<file path="src/rtl/eth_ipv4_pkg.sv">
// Shared register map offsets, default addresses and the address slot record
// for the UDP/IPv4 CHDR transport address register block.
package eth_ipv4_pkg;

   localparam logic [47:0] DEFAULT_MAC = 48'h00802f16c52f;
   localparam logic [31:0] DEFAULT_IP  = 32'hC0A80A02;
   localparam logic [15:0] DEFAULT_UDP = 16'd49153;

   // Byte offsets inside one slot, and the slot stride
   localparam int OFF_MAC_LSB = 'h0;
   localparam int OFF_MAC_MSB = 'h4;
   localparam int OFF_IP      = 'h8;
   localparam int OFF_UDP     = 'hC;
   localparam int SLOT_STRIDE = 'h10;

   // Byte offsets inside the global region that follows the slots
   localparam int OFF_ACTIVE  = 'h0;
   localparam int OFF_COMMIT  = 'h4;
   localparam int OFF_CNT     = 'h8;

   typedef struct packed {
      logic [47:0] mac;
      logic [31:0] ip;
      logic [15:0] udp;
   } eth_addr_slot_t;

endpackage

</file>
<file path="src/rtl/eth_event_counter.sv">
// Saturating event counter with clear-on-read; an event arriving in the clear
// cycle is kept, so the counter restarts at 1 rather than 0.
module eth_event_counter #(
   parameter int CNT_W = 32
) (
   input  logic             clk_i,
   input  logic             rst_i,
   input  logic             evt_i,
   input  logic             clr_i,
   output logic [CNT_W-1:0] cnt_o
);

   logic [CNT_W-1:0] cnt_q, cnt_d;

   always_comb begin
      cnt_d = cnt_q;
      if (clr_i) begin
         cnt_d = evt_i ? CNT_W'(1) : '0;
      end else if (evt_i && (cnt_q != '1)) begin
         cnt_d = cnt_q + 1'b1;
      end
   end

   always_ff @(posedge clk_i or posedge rst_i) begin
      if (rst_i) begin
         cnt_q <= '0;
      end else begin
         cnt_q <= cnt_d;
      end
   end

   assign cnt_o = cnt_q;

endmodule

</file>
<file path="src/rtl/eth_ipv4_addr_regs.sv">
// Address slot register file, active-slot selection and event counters.
// Define ETH_IPV4_ADDR_ATOMIC_COMMIT_EN to stage slot writes in shadows until COMMIT.
module eth_ipv4_addr_regs #(
   parameter int          NUM_SLOTS   = 2,
   parameter int          NUM_CNT     = 2,
   parameter int          CNT_W       = 32,
   parameter int          REG_AWIDTH  = 14,
   parameter int          BASE        = 0,
   parameter logic [47:0] DEFAULT_MAC = eth_ipv4_pkg::DEFAULT_MAC,
   parameter logic [31:0] DEFAULT_IP  = eth_ipv4_pkg::DEFAULT_IP,
   parameter logic [15:0] DEFAULT_UDP = eth_ipv4_pkg::DEFAULT_UDP
) (
   input  logic                  bus_clk,
   input  logic                  bus_rst,
   input  logic                  reg_wr_req,
   input  logic [REG_AWIDTH-1:0] reg_wr_addr,
   input  logic [31:0]           reg_wr_data,
   input  logic                  reg_rd_req,
   input  logic [REG_AWIDTH-1:0] reg_rd_addr,
   output logic                  reg_rd_resp,
   output logic [31:0]           reg_rd_data,
   input  logic [NUM_CNT-1:0]    cnt_evt,
   output logic [47:0]           my_mac,
   output logic [31:0]           my_ip,
   output logic [15:0]           my_udp_chdr_port,
   output logic [((NUM_SLOTS > 1) ? $clog2(NUM_SLOTS) : 1)-1:0] active_slot,
   output logic                  addr_update
);

   import eth_ipv4_pkg::*;

   localparam int AW = (NUM_SLOTS > 1) ? $clog2(NUM_SLOTS) : 1;
   localparam logic [REG_AWIDTH-1:0] BASE_A   = REG_AWIDTH'(BASE);
   localparam logic [REG_AWIDTH-1:0] G_A      = REG_AWIDTH'(NUM_SLOTS * SLOT_STRIDE);
   localparam logic [REG_AWIDTH-1:0] ACTIVE_A = REG_AWIDTH'(NUM_SLOTS * SLOT_STRIDE + OFF_ACTIVE);
   localparam logic [REG_AWIDTH-1:0] COMMIT_A = REG_AWIDTH'(NUM_SLOTS * SLOT_STRIDE + OFF_COMMIT);
   localparam eth_addr_slot_t DEF_SLOT = '{mac: DEFAULT_MAC, ip: DEFAULT_IP, udp: DEFAULT_UDP};

   eth_addr_slot_t slot_q [NUM_SLOTS];
   eth_addr_slot_t slot_d [NUM_SLOTS];
   eth_addr_slot_t rd_src [NUM_SLOTS];
   eth_addr_slot_t my_q, my_d;
   logic [AW-1:0]  active_q, active_d;
   logic           addr_update_q;
   logic           rd_resp_q;
   logic [31:0]    rd_data_q;
   logic [31:0]    rd_val;

   // Offsets relative to BASE; only word-aligned addresses at or above BASE decode
   logic [REG_AWIDTH-1:0] wr_off, rd_off;
   logic                  wr_in, rd_in;
   logic [AW-1:0]         wr_slot, rd_slot;

   assign wr_off  = reg_wr_addr - BASE_A;
   assign rd_off  = reg_rd_addr - BASE_A;
   assign wr_in   = (reg_wr_addr >= BASE_A) && (reg_wr_addr[1:0] == 2'b00);
   assign rd_in   = (reg_rd_addr >= BASE_A) && (reg_rd_addr[1:0] == 2'b00);
   assign wr_slot = wr_off[AW+3:4];
   assign rd_slot = rd_off[AW+3:4];

`ifdef ETH_IPV4_ADDR_ATOMIC_COMMIT_EN
   eth_addr_slot_t shadow_q [NUM_SLOTS];
   eth_addr_slot_t shadow_d [NUM_SLOTS];

   always_ff @(posedge bus_clk or posedge bus_rst) begin
      if (bus_rst) begin
         for (int i = 0; i < NUM_SLOTS; i++) shadow_q[i] <= DEF_SLOT;
      end else begin
         shadow_q <= shadow_d;
      end
   end
`endif

   always_comb begin
      slot_d   = slot_q;
      active_d = active_q;
`ifdef ETH_IPV4_ADDR_ATOMIC_COMMIT_EN
      shadow_d = shadow_q;
`endif
      if (reg_wr_req && wr_in) begin
         if (wr_off < G_A) begin
`ifdef ETH_IPV4_ADDR_ATOMIC_COMMIT_EN
            case (wr_off[3:2])
               2'd0:    shadow_d[wr_slot].mac[31:0]  = reg_wr_data;
               2'd1:    shadow_d[wr_slot].mac[47:32] = reg_wr_data[15:0];
               2'd2:    shadow_d[wr_slot].ip         = reg_wr_data;
               default: shadow_d[wr_slot].udp        = reg_wr_data[15:0];
            endcase
`else
            case (wr_off[3:2])
               2'd0:    slot_d[wr_slot].mac[31:0]  = reg_wr_data;
               2'd1:    slot_d[wr_slot].mac[47:32] = reg_wr_data[15:0];
               2'd2:    slot_d[wr_slot].ip         = reg_wr_data;
               default: slot_d[wr_slot].udp        = reg_wr_data[15:0];
            endcase
`endif
         end else if (wr_off == ACTIVE_A) begin
            if (reg_wr_data < 32'(NUM_SLOTS)) active_d = reg_wr_data[AW-1:0];
         end else if (wr_off == COMMIT_A) begin
`ifdef ETH_IPV4_ADDR_ATOMIC_COMMIT_EN
            for (int i = 0; i < NUM_SLOTS; i++) begin
               if (reg_wr_data[i]) slot_d[i] = shadow_q[i];
            end
`endif
         end
      end
   end

   // Outputs follow the next-state selection so they land one cycle after the write
   assign my_d = slot_d[active_d];

   always_ff @(posedge bus_clk or posedge bus_rst) begin
      if (bus_rst) begin
         for (int i = 0; i < NUM_SLOTS; i++) slot_q[i] <= DEF_SLOT;
         active_q      <= '0;
         my_q          <= DEF_SLOT;
         addr_update_q <= 1'b0;
      end else begin
         slot_q        <= slot_d;
         active_q      <= active_d;
         my_q          <= my_d;
         addr_update_q <= (my_d != my_q);
      end
   end

   genvar gi;
   generate
      for (gi = 0; gi < NUM_SLOTS; gi++) begin : g_rd_src
`ifdef ETH_IPV4_ADDR_ATOMIC_COMMIT_EN
         assign rd_src[gi] = shadow_q[gi];
`else
         assign rd_src[gi] = slot_q[gi];
`endif
      end
   endgenerate

   logic [NUM_CNT-1:0]            cnt_hit;
   logic [NUM_CNT-1:0][CNT_W-1:0] cnt_val;

   generate
      for (gi = 0; gi < NUM_CNT; gi++) begin : g_cnt
         assign cnt_hit[gi] = rd_in &&
            (rd_off == REG_AWIDTH'(NUM_SLOTS * SLOT_STRIDE + OFF_CNT + 4 * gi));
         eth_event_counter #(.CNT_W(CNT_W)) u_cnt (
            .clk_i (bus_clk),
            .rst_i (bus_rst),
            .evt_i (cnt_evt[gi]),
            .clr_i (reg_rd_req && cnt_hit[gi]),
            .cnt_o (cnt_val[gi])
         );
      end
   endgenerate

   // Read mux sees pre-write state, so a same-cycle write is not visible yet
   always_comb begin
      rd_val = '0;
      if (rd_in && (rd_off < G_A)) begin
         case (rd_off[3:2])
            2'd0:    rd_val = rd_src[rd_slot].mac[31:0];
            2'd1:    rd_val = {16'h0, rd_src[rd_slot].mac[47:32]};
            2'd2:    rd_val = rd_src[rd_slot].ip;
            default: rd_val = {16'h0, rd_src[rd_slot].udp};
         endcase
      end else if (rd_in && (rd_off == ACTIVE_A)) begin
         rd_val = 32'(active_q);
      end
      for (int i = 0; i < NUM_CNT; i++) begin
         if (cnt_hit[i]) rd_val = 32'(cnt_val[i]);
      end
   end

   always_ff @(posedge bus_clk or posedge bus_rst) begin
      if (bus_rst) begin
         rd_resp_q <= 1'b0;
         rd_data_q <= '0;
      end else begin
         rd_resp_q <= reg_rd_req;
         rd_data_q <= reg_rd_req ? rd_val : '0;
      end
   end

   assign reg_rd_resp      = rd_resp_q;
   assign reg_rd_data      = rd_data_q;
   assign my_mac           = my_q.mac;
   assign my_ip            = my_q.ip;
   assign my_udp_chdr_port = my_q.udp;
   assign active_slot      = active_q;
   assign addr_update      = addr_update_q;

endmodule

</file>
<file path="config.mk">
export PLATFORM = sky130hd
export DESIGN_NAME = eth_ipv4_addr_regs
export DESIGN_NICKNAME = d
export VERILOG_FILES = /design/src/rtl/eth_ipv4_pkg.sv /design/src/rtl/eth_event_counter.sv /design/src/rtl/eth_ipv4_addr_regs.sv
export SDC_FILE = /design/constraint.sdc
export NUM_CORES = 1
export LEC_CHECK = 0
export BUFFER_PORTS_ARGS = -buffer_cell sky130_fd_sc_hd__buf_4
export CAP_MARGIN = 5
export CORE_ASPECT_RATIO = 0.75
export CORE_MARGIN = 3
export CORE_UTILIZATION = 30
export DETAILED_ROUTE_END_ITERATION = 10
export GPL_ROUTABILITY_DRIVEN = 0
export PLACE_DENSITY = 0.56
export RECOVER_POWER = 25
export SKIP_CTS_REPAIR_TIMING = 1
export SYNTH_ARGS = -nofsm -noshare
export SYNTH_HDL_FRONTEND = slang
export SYNTH_SLANG_ARGS = --single-unit
</file>
<file path="constraint.sdc">
create_clock -name bus_clk -period 30.2 [get_ports bus_clk]
set_input_delay 6.04 -clock bus_clk [delete_from_list [all_inputs] [get_ports bus_clk]]
set_output_delay 6.04 -clock bus_clk [all_outputs]
set_load 0.005 [all_outputs]
</file>
# == Word level (Yosys, flattened, before mapping) ==
# Index checks and enable logic that the tools add are counted.
# op_classes
add_sub_neg,2
magnitude_cmp,9
eq_ne,11
mux,37
bitwise_logic,3
n_reduce_logical,18
# ops
op,count
$bwmux W192,4
$mux W96,7
$pmux W192 S3,1
$demux W96 S1,4
$mux W192,2
$mux W32,8
$ne A96 B96 Y1,1
$pmux W32 S3,1
$mux W80,1
$add A32 B1 Y32 const B,2
$ne A32 B32 Y1 const B,2
$eq A14 B6 Y1 const B,4
$mux W48,1
$lt A32 B2 Y1 const B,1
$ge A14 B1 Y1 const B,2
$lt A14 B6 Y1 const B,2
$mux W16,1
$logic_and A1 B1 Y1,12
$logic_not A2 Y1,4
$mux W1,7
$ge A2 B2 Y1 const B,3
$not A1 Y2,3
$eq A2 B1 Y1 const B,2
$eq A2 B2 Y1 const B,2
2 further kinds,3
# totals
register_bits,387
in_bits,66
out_inout_bits,131
word_cells,95

# == Logic depth before layout (Yosys ltp) ==
# logic_depth
ltp_word,13
depth_mapped,14
mapped_depth_nobuf,11

# == Cells and area by module ==
# From an unflattened synthesis, not the netlist that was laid out.
# hier_totals
hier_cells,1915
area_unflattened_um2,19971.7
# by_module_without_submodules
mod,instances,cells_each,area_each_um2,seq_area_each_um2
eth_ipv4_addr_regs,1,1509,16355.7,8191.6
eth_event_counter,2,203,1808.0,800.8

# == Worst setup path before layout ==
# OpenSTA, ideal clock, no wires.
# synth_path
path_type,input -> register
from,in reg_wr_data[20]
to,reg addr_update_q (netlist: addr_update)
arrival_ns,9.852
t_required_ns,30.061
slack_ns,20.210
stages,14
path_buffers,3
cell_sequence,buf_6 > or4_4 > or4_4 > nor4_4 > a21oi_2 > inv_2 > buf_6 > clkbuf_1 > mux2_2 > xnor2_1 > nand4_1 > nor4_1 > nand4_1 > or4_1
# synth_rtl
element,line,source
"start, declared",eth_ipv4_addr_regs.sv:17,"input logic [31:0] reg_wr_data,"
"end signal, assigned",eth_ipv4_addr_regs.sv:122,addr_update_q <= (my_d != my_q);
"end, declared",eth_ipv4_addr_regs.sv:44,logic addr_update_q;

==> metrics.cfg <==
[run_status]
status=complete, but fails checks
violations=capacitance limit, slew limit

[logic_synthesis]
yosysWarnings=0
synth_top_family_by_area=simple AND/OR/NAND/NOR gates
ys_top_cells_by_count=329 x nand2_1, 300 x dfrtp_1, 140 x nor2_1
syn_nets=1907
synth_area_leaders=dfrtp_1 39%, dfstp_2 12%, nand2_1 6.4%, mux2_2 6.3%, mux4_2 5.4%
synth_cells=1839
synth_simple_gate_area_share_pct=17.83
yosysTopAreaCell=dfrtp_1
synth_edf_count=0
synth-seq-cells=387
seq_area_frac_synth_pct=50.76
yosysUniqueCellTypes=71
synth_compound_area_share_pct=9.585
synth_area_um2=19290
yosys.area_share.adder_pct=0.1297
avgSynthCellArea_um2=10.49
synth_mux_area_share_pct=13.46
netlist.area_leader.share_pct=38.91
yosys.cell_count.top_type=nand2_1
synth_xor_area_share_pct=5.266
synth_async_sr_flop_share_pct=100.0
synthFlopType=dfrtp_1

[floorplan]
io-pin-count=197
initial_core_util_pct=30.69
core_um2=62870
die_x_um=298.8
num_rows=79
die_h_um=225.6
dieArea_um2=67420

[critical_path]
worstPathMaxFanout=131
reg2reg_slack_ns=24.97
end_kind=asynchronous set/reset pin
cp-start-kind=primary input
critPathKind=primary input to asynchronous set/reset pin
cp_data_arrival_time_ns=12.90
critPathRequiredTime_ns=30.78

[placement]
placedCellCount=2805
port_buffers=196
dpl.hpwl_mm=53.67
dpl-instance-area_um2=21630

[drt]
dr.pass1.iters=7
drc=0
finalWirelength_mm=73.87
dr.first_iter.drc_count=2044
vias=15940
drt-wirelength-per-cell_um=25.61
vias_per_cell=5.527
ant_nets=0

[grt]
grt_pass1_vias=15540
antenna_found_initial=4
grt_max_degree=132
grt-ovfl-total=0
grtUsageTotal_pct=21.67
grt_pass1_wl_mm=108.3

[sta]
hold_viol=0
worst_pin_slew_ns=6.232
setup_tns_ns=0
drv_slew=187
rsz0062_at_grt=no
whs_ns=0.4642
fin_crit_ns=12.32
fin_skew_ns=0.02741
setup_viol_count_final=0
max_freq_mhz=81.16
fin_crit_sh_pct=40.80
slew_headroom_pct=-315.4

[power_and_ir_drop]
leakage_nw=10.41
power_density_nw_per_um2=50.22
ir_worst_vdd_uv=34.48
total_power_mw=1.157

[final_layout]
fin_area_um2=23050
layout.nets=2067
final_layout_size_suffix_gt1_share_pct=27.35
final_cells=2884
syn_to_final_growth_pct=19.46

[clocking]
clk_latency_ns=0.60
cts_sinks=387
cts_tree=built
htree_levels=2
cts_buffers=42
cts-root-buf=clkbuf_16
cts.clk_slew.worst_paths_ns=0.06
cts_max_path_buffers=3

[min_path]
hold_path.class=register to register

[run]
maxCapViolCount=2

critical path, stage by stage:
cell        delay [ns]
clkbuf_4          0.11
clkinvlp_2        3.40
clkbuf_1          2.23
buf_4             0.98
registers in the layout (all words and copies together), names as in the netlist:
signal / count
active_slot: 1
addr_update: 1
g_cnt.u_cnt.cnt_o: 64
my_ip: 32
my_mac: 48
my_udp_chdr_port: 16
rd_src: 192
reg_rd_data: 32
reg_rd_resp: 1
layout make-up:
cell class              count  area [um2]
clock buffers              62        1216
clock inverters            16       252.7
fillers                  6308       39820
well taps                 850        1064
flip-flops and latches    387        9793
diodes                      1       2.502
repair buffers            221        1614
inverters                  40       151.4
multi-input cells        1307        8954
per-stage QoR:
stage / setup WS, ns / util [%]
finish: 17.88 / 36.66
global route: 16.53 / 36.66
CTS: 19.36 / 36.74
detailed placement: 18.74 / 34.40
global placement: 18.76 / 34.40
floorplan: 13.55 / -
cell usage in the layout, fill, tap and decap left out, drive strengths merged, types with 36 or more instances in the layout:
master / count
dfstp: 87
or3: 39
nand4: 36
inv: 41
mux4: 46
nand2: 329
xor2: 49
buf: 174
o21ai: 78
clkbuf: 109
nand3: 43
mux2: 109
nor2: 140
dfrtp: 300
xnor2: 67
path summary, 6_finish.rpt:
| kind | startpoint | to | cells past startpoint |
|---|---|---|---|
| worst max-delay path | bus_rst | my_mac[19] | 4 |
| worst min-delay path | rd_src[170] | rd_src[170] | 2 |
| worst max register to register | active_slot | addr_update | 13 |
| worst min register to register | rd_src[170] | rd_src[170] | 2 |
| max in group bus_clk | reg_wr_addr[13] | addr_update | 13 |
| min in group asynchronous | bus_rst | my_ip[10] | 2 |
cell families after synthesis:
| family | count (synthesis) |
|---|---|
| buf+inv | 145 |
| compound gates | 265 |
| mux | 188 |
| simple gates | 736 |
| flops | 387 |
| xor+xnor | 116 |
| fa+ha+maj | 2 |
per-layer routing:
layer	up-vias	part of all wire, %	GRT usage [%]
li1	6893	-	-
met1	8097	45	31.83
met2	818	41	30.28
met3	126	11	6.747
met4	6	3.0	6.719
met5	-	0.049	0
power by group:
group / total (mW) / switching, mW / internal [mW]
Combinational: 0.0631 / 0.0418 / 0.0213
Sequential: 0.541 / 0.0129 / 0.528
Clock: 0.553 / 0.228 / 0.326
Total: 1.16 / 0.282 / 0.875
(Power assumes the default switching activity.)
